$ cat config.mk
export PLATFORM = sky130hd
export DESIGN_NAME = bram_scale_ctrl_flat
export DESIGN_NICKNAME = d
export VERILOG_FILES = /design/src/rtl/bram_scale_ctrl_pkg.sv /design/src/rtl/bram_scale_ctrl_if.sv /design/src/rtl/bram_scale_ctrl_scale_addr_gen.sv /design/src/rtl/bram_scale_ctrl.sv /design/src/flat_wrapper.sv
export SDC_FILE = /design/constraint.sdc
export NUM_CORES = 1
export LEC_CHECK = 0
export ABC_AREA = 1
export CORE_UTILIZATION = 40
export DETAILED_ROUTE_END_ITERATION = 10
export GPL_TIMING_DRIVEN = 0
export MAX_ROUTING_LAYER = met4
export SLEW_MARGIN = 20
export SYNTH_ARGS = -nofsm -noshare
export SYNTH_HDL_FRONTEND = slang
export SYNTH_SLANG_ARGS = --single-unit
$ cat constraint.sdc
create_clock -name clk -period 6.25 [get_ports clk]
set_input_delay 1.25 -clock clk [delete_from_list [all_inputs] [get_ports clk]]
set_output_delay 1.25 -clock clk [all_outputs]
set_load 0.005 [all_outputs]
$ cat src/rtl/bram_scale_ctrl_pkg.sv
// Shared types and constants for the frame-BRAM scale sequencer.
// Optional ones counter is enabled with BRAM_CTRL_PIXCNT_EN (see top).
package bram_scale_pkg;

    localparam int unsigned IMG_W_DEF   = 640;
    localparam int unsigned IMG_H_DEF   = 480;
    localparam int unsigned ADDR_W_DEF  = 19;
    localparam int unsigned SCALE_W_DEF = 4;
    localparam int unsigned SCALE_MIN   = 1;
    localparam int unsigned SCALE_MAX   = 8;
    localparam int unsigned FLUSH_LEN   = 20;

    typedef enum logic [2:0] {
        ST_IDLE,
        ST_CLEAR,
        ST_LOAD,
        ST_SCAN,
        ST_DRAIN,
        ST_FLUSH
    } state_t;

    function automatic logic scale_legal(input int unsigned s);
        return (s >= SCALE_MIN) && (s <= SCALE_MAX);
    endfunction

endpackage

$ cat src/rtl/bram_scale_ctrl_if.sv
// BRAM-side bus of the scale sequencer: write path, scaled read path and flush handshake.
interface bram_scale_ctrl_if
    import bram_scale_pkg::*;
#(
    parameter int ADDR_W = ADDR_W_DEF
);
    logic              bram_rst;
    logic              bram_wr_en;
    logic              bram_data_in;
    logic [ADDR_W-1:0] bram_addr_scale;
    logic              bram_end_scale;
    logic              bram_data_out;
    logic              bram_ram_full;
    logic              bram_finish;

    modport master (
        output bram_rst, bram_wr_en, bram_data_in, bram_addr_scale, bram_end_scale,
        input  bram_data_out, bram_ram_full, bram_finish
    );

    modport slave (
        input  bram_rst, bram_wr_en, bram_data_in, bram_addr_scale, bram_end_scale,
        output bram_data_out, bram_ram_full, bram_finish
    );
endinterface

$ cat src/rtl/bram_scale_ctrl_scale_addr_gen.sv
// Decimated raster walker: row_base + x addressing with end-of-line / end-of-frame flags.
module scale_addr_gen
    import bram_scale_pkg::*;
#(
    parameter int IMG_W   = IMG_W_DEF,
    parameter int IMG_H   = IMG_H_DEF,
    parameter int ADDR_W  = ADDR_W_DEF,
    parameter int SCALE_W = SCALE_W_DEF
)(
    input  logic               clk,
    input  logic               rst_n,
    input  logic               init,
    input  logic               step,
    input  logic [SCALE_W-1:0] scale,
    output logic [ADDR_W-1:0]  addr,
    output logic               eol,
    output logic               eof
);
    typedef logic [ADDR_W:0] pos_t;

    localparam pos_t W_P = pos_t'(IMG_W);
    localparam pos_t H_P = pos_t'(IMG_H);

    pos_t x_q, y_q, rb_q, row_step_q;
    pos_t s_p, row_step_d;

    assign s_p = pos_t'(scale);

    // IMG_W * scale as a constant shift-and-add; only evaluated once per frame at init.
    always_comb begin
        row_step_d = '0;
        for (int unsigned i = 0; i < SCALE_W; i++) begin
            if (scale[i]) row_step_d = row_step_d + (W_P << i);
        end
    end

    assign eol  = (x_q + s_p) >= W_P;
    assign eof  = eol && ((y_q + s_p) >= H_P);
    assign addr = ADDR_W'(rb_q + x_q);

    always_ff @(posedge clk or negedge rst_n) begin
        if (!rst_n) begin
            x_q        <= '0;
            y_q        <= '0;
            rb_q       <= '0;
            row_step_q <= '0;
        end else if (init) begin
            x_q        <= '0;
            y_q        <= '0;
            rb_q       <= '0;
            row_step_q <= row_step_d;
        end else if (step) begin
            if (eol) begin
                x_q  <= '0;
                y_q  <= y_q + s_p;
                rb_q <= rb_q + row_step_q;
            end else begin
                x_q  <= x_q + s_p;
            end
        end
    end

endmodule

$ cat src/rtl/bram_scale_ctrl.sv
// Frame BRAM sequencer: load, decimated ready/valid readout, end-of-scale flush.
// Define BRAM_CTRL_PIXCNT_EN to add the ones_cnt output.
module bram_scale_ctrl
    import bram_scale_pkg::*;
#(
    parameter int IMG_W   = IMG_W_DEF,
    parameter int IMG_H   = IMG_H_DEF,
    parameter int ADDR_W  = ADDR_W_DEF,
    parameter int SCALE_W = SCALE_W_DEF
)(
    input  logic               clk,
    input  logic               rst_n,
    input  logic               start,
    input  logic [SCALE_W-1:0] scale,
    input  logic               pix_in_valid,
    input  logic               pix_in,
    output logic               pix_in_ready,
    bram_scale_ctrl_if.master  bram,
    output logic               out_valid,
    input  logic               out_ready,
    output logic               out_pixel,
    output logic               out_eol,
    output logic               out_eof,
    output logic               busy,
    output logic               done,
`ifdef BRAM_CTRL_PIXCNT_EN
    output logic               err_scale,
    output logic [ADDR_W-1:0]  ones_cnt
`else
    output logic               err_scale
`endif
);
    state_t             state_q, state_d;
    logic [SCALE_W-1:0] scale_q;
    logic               ov_q, eol_q, eof_q, err_q;
    logic [ADDR_W-1:0]  last_addr_q;
    logic               legal, advance;
    logic               gen_init, gen_step;
    logic [ADDR_W-1:0]  g_addr;
    logic               g_eol, g_eof;
    logic               rst_c, wr_en_c, end_scale_c;

    assign legal   = scale_legal(32'(scale));
    assign advance = !ov_q || out_ready;

    scale_addr_gen #(
        .IMG_W   (IMG_W),
        .IMG_H   (IMG_H),
        .ADDR_W  (ADDR_W),
        .SCALE_W (SCALE_W)
    ) u_addr_gen (
        .clk   (clk),
        .rst_n (rst_n),
        .init  (gen_init),
        .step  (gen_step),
        .scale (scale_q),
        .addr  (g_addr),
        .eol   (g_eol),
        .eof   (g_eof)
    );

    always_comb begin
        state_d      = state_q;
        rst_c        = 1'b0;
        wr_en_c      = 1'b0;
        end_scale_c  = 1'b0;
        pix_in_ready = 1'b0;
        done         = 1'b0;
        gen_init     = 1'b0;
        gen_step     = 1'b0;
        unique case (state_q)
            ST_IDLE:  if (start && legal) state_d = ST_CLEAR;
            ST_CLEAR: begin
                rst_c    = 1'b1;
                gen_init = 1'b1;
                state_d  = ST_LOAD;
            end
            ST_LOAD: begin
                pix_in_ready = !bram.bram_ram_full;
                wr_en_c      = pix_in_valid && !bram.bram_ram_full;
                if (bram.bram_ram_full) state_d = ST_SCAN;
            end
            ST_SCAN: begin
                if (advance) begin
                    gen_step = !g_eof;
                    if (g_eof) state_d = ST_DRAIN;
                end
            end
            ST_DRAIN: if (ov_q && out_ready) state_d = ST_FLUSH;
            ST_FLUSH: begin
                end_scale_c = !bram.bram_finish;
                if (bram.bram_finish) begin
                    done    = 1'b1;
                    state_d = ST_IDLE;
                end
            end
            default: state_d = ST_IDLE;
        endcase
    end

    // A stalled beat re-presents its own address so the 1-cycle BRAM keeps returning the same pixel.
    assign bram.bram_addr_scale = (ov_q && !out_ready) ? last_addr_q : g_addr;
    assign bram.bram_rst        = rst_c;
    assign bram.bram_wr_en      = wr_en_c;
    assign bram.bram_data_in    = (state_q == ST_LOAD) && pix_in;
    assign bram.bram_end_scale  = end_scale_c;

    assign out_valid = ov_q;
    assign out_eol   = eol_q;
    assign out_eof   = eof_q;
    assign out_pixel = bram.bram_data_out;
    assign busy      = (state_q != ST_IDLE);
    assign err_scale = err_q;

    always_ff @(posedge clk or negedge rst_n) begin
        if (!rst_n) begin
            state_q     <= ST_IDLE;
            scale_q     <= '0;
            ov_q        <= 1'b0;
            eol_q       <= 1'b0;
            eof_q       <= 1'b0;
            err_q       <= 1'b0;
            last_addr_q <= '0;
        end else begin
            state_q <= state_d;
            err_q   <= (state_q == ST_IDLE) && start && !legal;
            if ((state_q == ST_IDLE) && start && legal) scale_q <= scale;
            if (state_q == ST_SCAN) begin
                if (advance) begin
                    ov_q        <= 1'b1;
                    eol_q       <= g_eol;
                    eof_q       <= g_eof;
                    last_addr_q <= g_addr;
                end
            end else if (!((state_q == ST_DRAIN) && !out_ready)) begin
                ov_q  <= 1'b0;
                eol_q <= 1'b0;
                eof_q <= 1'b0;
            end
        end
    end

`ifdef BRAM_CTRL_PIXCNT_EN
    always_ff @(posedge clk or negedge rst_n) begin
        if (!rst_n) begin
            ones_cnt <= '0;
        end else if (state_q == ST_CLEAR) begin
            ones_cnt <= '0;
        end else if (ov_q && out_ready && bram.bram_data_out) begin
            ones_cnt <= ones_cnt + 1'b1;
        end
    end
`endif

endmodule

$ cat src/flat_wrapper.sv
// flat-port wrapper written by rule: the top's interface ports become plain ports
module bram_scale_ctrl_flat import bram_scale_pkg::*;
#(
    parameter int IMG_W   = IMG_W_DEF,
    parameter int IMG_H   = IMG_H_DEF,
    parameter int ADDR_W  = ADDR_W_DEF,
    parameter int SCALE_W = SCALE_W_DEF
)
  (clk, rst_n, start, scale, pix_in_valid, pix_in, pix_in_ready, out_valid, out_ready, out_pixel, out_eol, out_eof, busy, done, err_scale, bram_bram_rst, bram_bram_wr_en, bram_bram_data_in, bram_bram_addr_scale, bram_bram_end_scale, bram_bram_data_out, bram_bram_ram_full, bram_bram_finish);
  bram_scale_ctrl_if #(.ADDR_W(ADDR_W)) bram_i ();
  input  logic clk;
  input  logic rst_n;
  input  logic start;
  input  logic [SCALE_W-1:0] scale;
  input  logic pix_in_valid;
  input  logic pix_in;
  output logic pix_in_ready;
  output logic out_valid;
  input  logic out_ready;
  output logic out_pixel;
  output logic out_eol;
  output logic out_eof;
  output logic busy;
  output logic done;
  output logic err_scale;
  output wire logic [$bits(bram_i.bram_rst)-1:0] bram_bram_rst;
  output wire logic [$bits(bram_i.bram_wr_en)-1:0] bram_bram_wr_en;
  output wire logic [$bits(bram_i.bram_data_in)-1:0] bram_bram_data_in;
  output wire logic [$bits(bram_i.bram_addr_scale)-1:0] bram_bram_addr_scale;
  output wire logic [$bits(bram_i.bram_end_scale)-1:0] bram_bram_end_scale;
  input wire logic [$bits(bram_i.bram_data_out)-1:0] bram_bram_data_out;
  input wire logic [$bits(bram_i.bram_ram_full)-1:0] bram_bram_ram_full;
  input wire logic [$bits(bram_i.bram_finish)-1:0] bram_bram_finish;
  assign bram_bram_rst = bram_i.bram_rst;
  assign bram_bram_wr_en = bram_i.bram_wr_en;
  assign bram_bram_data_in = bram_i.bram_data_in;
  assign bram_bram_addr_scale = bram_i.bram_addr_scale;
  assign bram_bram_end_scale = bram_i.bram_end_scale;
  assign bram_i.bram_data_out = bram_bram_data_out;
  assign bram_i.bram_ram_full = bram_bram_ram_full;
  assign bram_i.bram_finish = bram_bram_finish;
  bram_scale_ctrl #(.IMG_W(IMG_W), .IMG_H(IMG_H), .ADDR_W(ADDR_W), .SCALE_W(SCALE_W)) u_core (.clk(clk), .rst_n(rst_n), .start(start), .scale(scale), .pix_in_valid(pix_in_valid), .pix_in(pix_in), .pix_in_ready(pix_in_ready), .bram(bram_i), .out_valid(out_valid), .out_ready(out_ready), .out_pixel(out_pixel), .out_eol(out_eol), .out_eof(out_eof), .busy(busy), .done(done), .err_scale(err_scale));
endmodule
==> reports/metrics.cfg, run 1 <==
[sta]
drv_slew = 0
setup-tns-final_ns = 0
relSlewSlack = 0.388
min_period_over_period = 0.778
max_freq_mhz = 206
rsz0062_at_grt = no
tightest_slew_ns = 0.911
hold_viol_final = 0
post-route-min-period_ns = 4.86
finalWorstSetupSlack_ns = 1.39
setup_viol = 0
finClkSkew_ns = 0.00656

[synthesis]
synth.distinct_cells = 31
yosysTopAreaCell = dfrtp_1
async_flop_share = 1.00
synthesis.nets = 912
ys.flop_type = dfrtp_1
ys_warn_count = 0
netlist_top_cells_area = dfrtp_1 37%, nand2_1 17%, nand3_1 7.6%, inv_1 6.3%, ha_1 5.8%
synth.top_cell.area_share = 0.370
yosysSeqAreaShare = 0.370
yosys_register_bits = 89
synthCells = 868
synth_edf_count = 0
syn_area_sq_mm = 0.00601
avgSynthCellArea_sq_um = 6.93

[clock_network]
ctsRootBufferMaster = clkbuf_16
clk_pin_slew_ns = 0.06
cts_max_level = 3
cts_hold_buffers = 0
cts_buffers = 9
cts_setup_buffers = 0
post_cts_resized = 0
worstSkewPairLatency_ns = 0.35
cts_buffer_depth = 2
cts_sinks = 89
cts_tree = done

[route]
drc = 0
ant_nets = 0
post_drt_wl_per_cell_um = 13.7
dr_total_vias = 5540
wirelength_um = 15200
vias_per_cell = 4.99
drt-initial-drc-count = 315
dr.pass1.iters = 5

[global_route]
grt_max_degree = 53
grt_pass1_vias = 5150
antenna_found_initial = 0
grt_usage = 0.214
overflow = 0
grt_pass1_wl_um = 25700

[pwr]
power_density_mw_per_mm2 = 379
p_leak_nw = 3.47
peakVddDrop_v = 0.000182
power.total_mw = 2.64

[die]
fp.dieH_um = 125
placeableCoreArea_sq_mm = 0.0146
std_cell_rows = 44
io_pins = 44
die_w_um = 125
dieArea_sq_mm = 0.0155
initial_core_util = 0.412

[worst_setup_path]
required_ns = 5.00
cp.arrival_ns = 3.61
critPathKind = primary input to primary output
path_max_fanout = 10
endpoint_kind = primary output
critPathLaunchType = primary input

[final_layout]
drive_gt1_frac = 0.0550
final_core_util = 0.478
syn2layout_area_growth_pct = 15.8
diodes = 0
final_cell_area_sq_mm = 0.00697
nets = 966

[outcome]
status = complete, no violations

[placement]
post-dp-hpwl_um = 11800
dp_slack_ns = 1.39
place.gp.congestion = 0.899
placed_cell_area_sq_mm = 0.00669
portBuffers = 42

[hold_path]
min_path_type = flop to flop

[job]
drv_cap = 0

worst max-delay path, cell delays in order:
cell and delay (ns):
clkdlybuf4s50_1 0.41, nor2_1 0.20, clkbuf_1 0.46, clkbuf_1 0.46
nand2_1 0.09, o21ai_0 0.16, clkdlybuf4s50_1 0.58
final cells by class:
| class | count | area (sq um) |
|---|---|---|
| Buffer | 22 | 133 |
| Clock buffer | 9 | 225 |
| Clock inverter | 7 | 47.5 |
| Fill cell | 1487 | 7620 |
| Inverter | 105 | 394 |
| Multi-Input combinational cell | 652 | 3260 |
| Sequential cell | 89 | 2230 |
| Tap cell | 184 | 230 |
| Timing Repair Buffer | 43 | 449 |
registers in the layout, summed over array words and instances (netlist names):
| signal | flops |
|---|---|
| u_core.u_addr_gen.x_q | 20 |
| u_core.u_addr_gen.y_q | 20 |
| u_core.last_addr_q | 19 |
| u_core.u_addr_gen.rb_q | 12 |
| u_core.u_addr_gen.row_step_q | 7 |
| u_core.scale_q | 4 |
| u_core.state_q | 3 |
| u_core.err_scale | 1 |
| u_core.out_eof | 1 |
| u_core.out_eol | 1 |
| u_core.out_valid | 1 |
layout by cell type (no fill, tap or decap), drive strengths merged:
| cell type | count |
|---|---|
| a21oi | 28 |
| or2 | 5 |
| and2 | 2 |
| o211ai | 3 |
| o2111ai | 1 |
| nand2 | 282 |
| ha | 28 |
| inv | 105 |
| clkinv | 5 |
| clkbuf | 20 |
| xnor2 | 8 |
| xor2 | 21 |
| o22ai | 6 |
| mux2 | 1 |
| nor3b | 1 |
| o21ai | 59 |
| fa | 3 |
| nand3 | 92 |
| nand4 | 8 |
| clkdlybuf4s50 | 41 |
| dfrtp | 89 |
| o21bai | 2 |
| nand3b | 2 |
| buf | 13 |
| nor2 | 90 |
| clkinvlp | 2 |
| nor3 | 10 |
stage by stage:
stage	hold slack (ns)	cells
floorplan	0.446	868
global placement	0.465	1094
detailed placement	0.471	1095
CTS	0.486	1111
global route	0.506	1111
finish	0.487	1111
synthesized netlist by cell type, types with 5 or more instances:
cell type / number
nand4_1: 8
nand2_1: 277
clkbuf_1: 11
buf_6: 5
xor2_1: 21
ha_1: 28
nor3_1: 10
o21ai_0: 59
or2_2: 5
xnor2_1: 8
a21oi_1: 28
nand3_1: 91
nor2_1: 84
dfrtp_1: 89
inv_1: 101
o22ai_1: 6
nor2_2: 6
metal layers:
layer | part of all wire | global-route usage | vias up
li1 | - | - | 2898
met1 | 0.50 | 0.295 | 2533
met2 | 0.45 | 0.327 | 94
met3 | 0.034 | 0.0275 | 15
met4 | 0.014 | 0.0666 | 0
met5 | 0 | - | -
kinds of logic after synthesis:
family,count (synthesis),share of synthesized area
AO/OA/AOI/OAI,99,0.0863
XOR/XNOR,29,0.0422
adder cells (fa/ha/maj),31,0.0682
buffers and inverters,127,0.0876
flip-flops,89,0.370
multiplexers,1,0.00187
AND/OR/NAND/NOR,492,0.343
worst paths after layout:
check	start	endpoint	slack [ns]	cells past startpoint
setup reg to reg	u_core.scale_q[0]	u_core.u_addr_gen.x_q[15]	3.13	15
hold / removal	u_core.last_addr_q[15]	u_core.last_addr_q[15]	0.49	2
min in group asynchronous	rst_n	u_core.last_addr_q[16]	0.80	1
setup / recovery	out_ready	bram_bram_addr_scale[11]	1.39	7
hold reg to reg	u_core.last_addr_q[15]	u_core.last_addr_q[15]	0.49	2
max in group asynchronous	rst_n	u_core.u_addr_gen.y_q[13]	4.87	2
power breakdown:
group / switching, mW / internal [mW] / leakage [nW]
Clock: 0.245 / 0.269 / 0.131
Sequential: 0.132 / 0.713 / 1.20
Combinational: 0.800 / 0.483 / 2.14
(Power assumes the default switching activity.)
==> inputs of run 2 (changes only) <==
==> constraint.sdc (replaced) <==
create_clock -name clk -period 4.3 [get_ports clk]
set_input_delay 0.86 -clock clk [delete_from_list [all_inputs] [get_ports clk]]
set_output_delay 0.86 -clock clk [all_outputs]
set_load 0.005 [all_outputs]
==> results of run 2 <==
The final DEF is identical to that of run 1. Status: complete, no violations.
Among the figures that moved: setup slack after placement 1.39 ns -> 0.223 ns; clock-pin slew on the worst setup and hold paths 0.06 ns -> 0.07 ns; setup slack after layout 1.39 ns -> 0.219 ns; hold slack 0.487 ns -> 0.409 ns; register-to-register setup slack 3.13 ns -> 1.18 ns; total power 2.64 mW -> 3.84 mW; worst IR drop on VDD 0.000182 V -> 0.000264 V
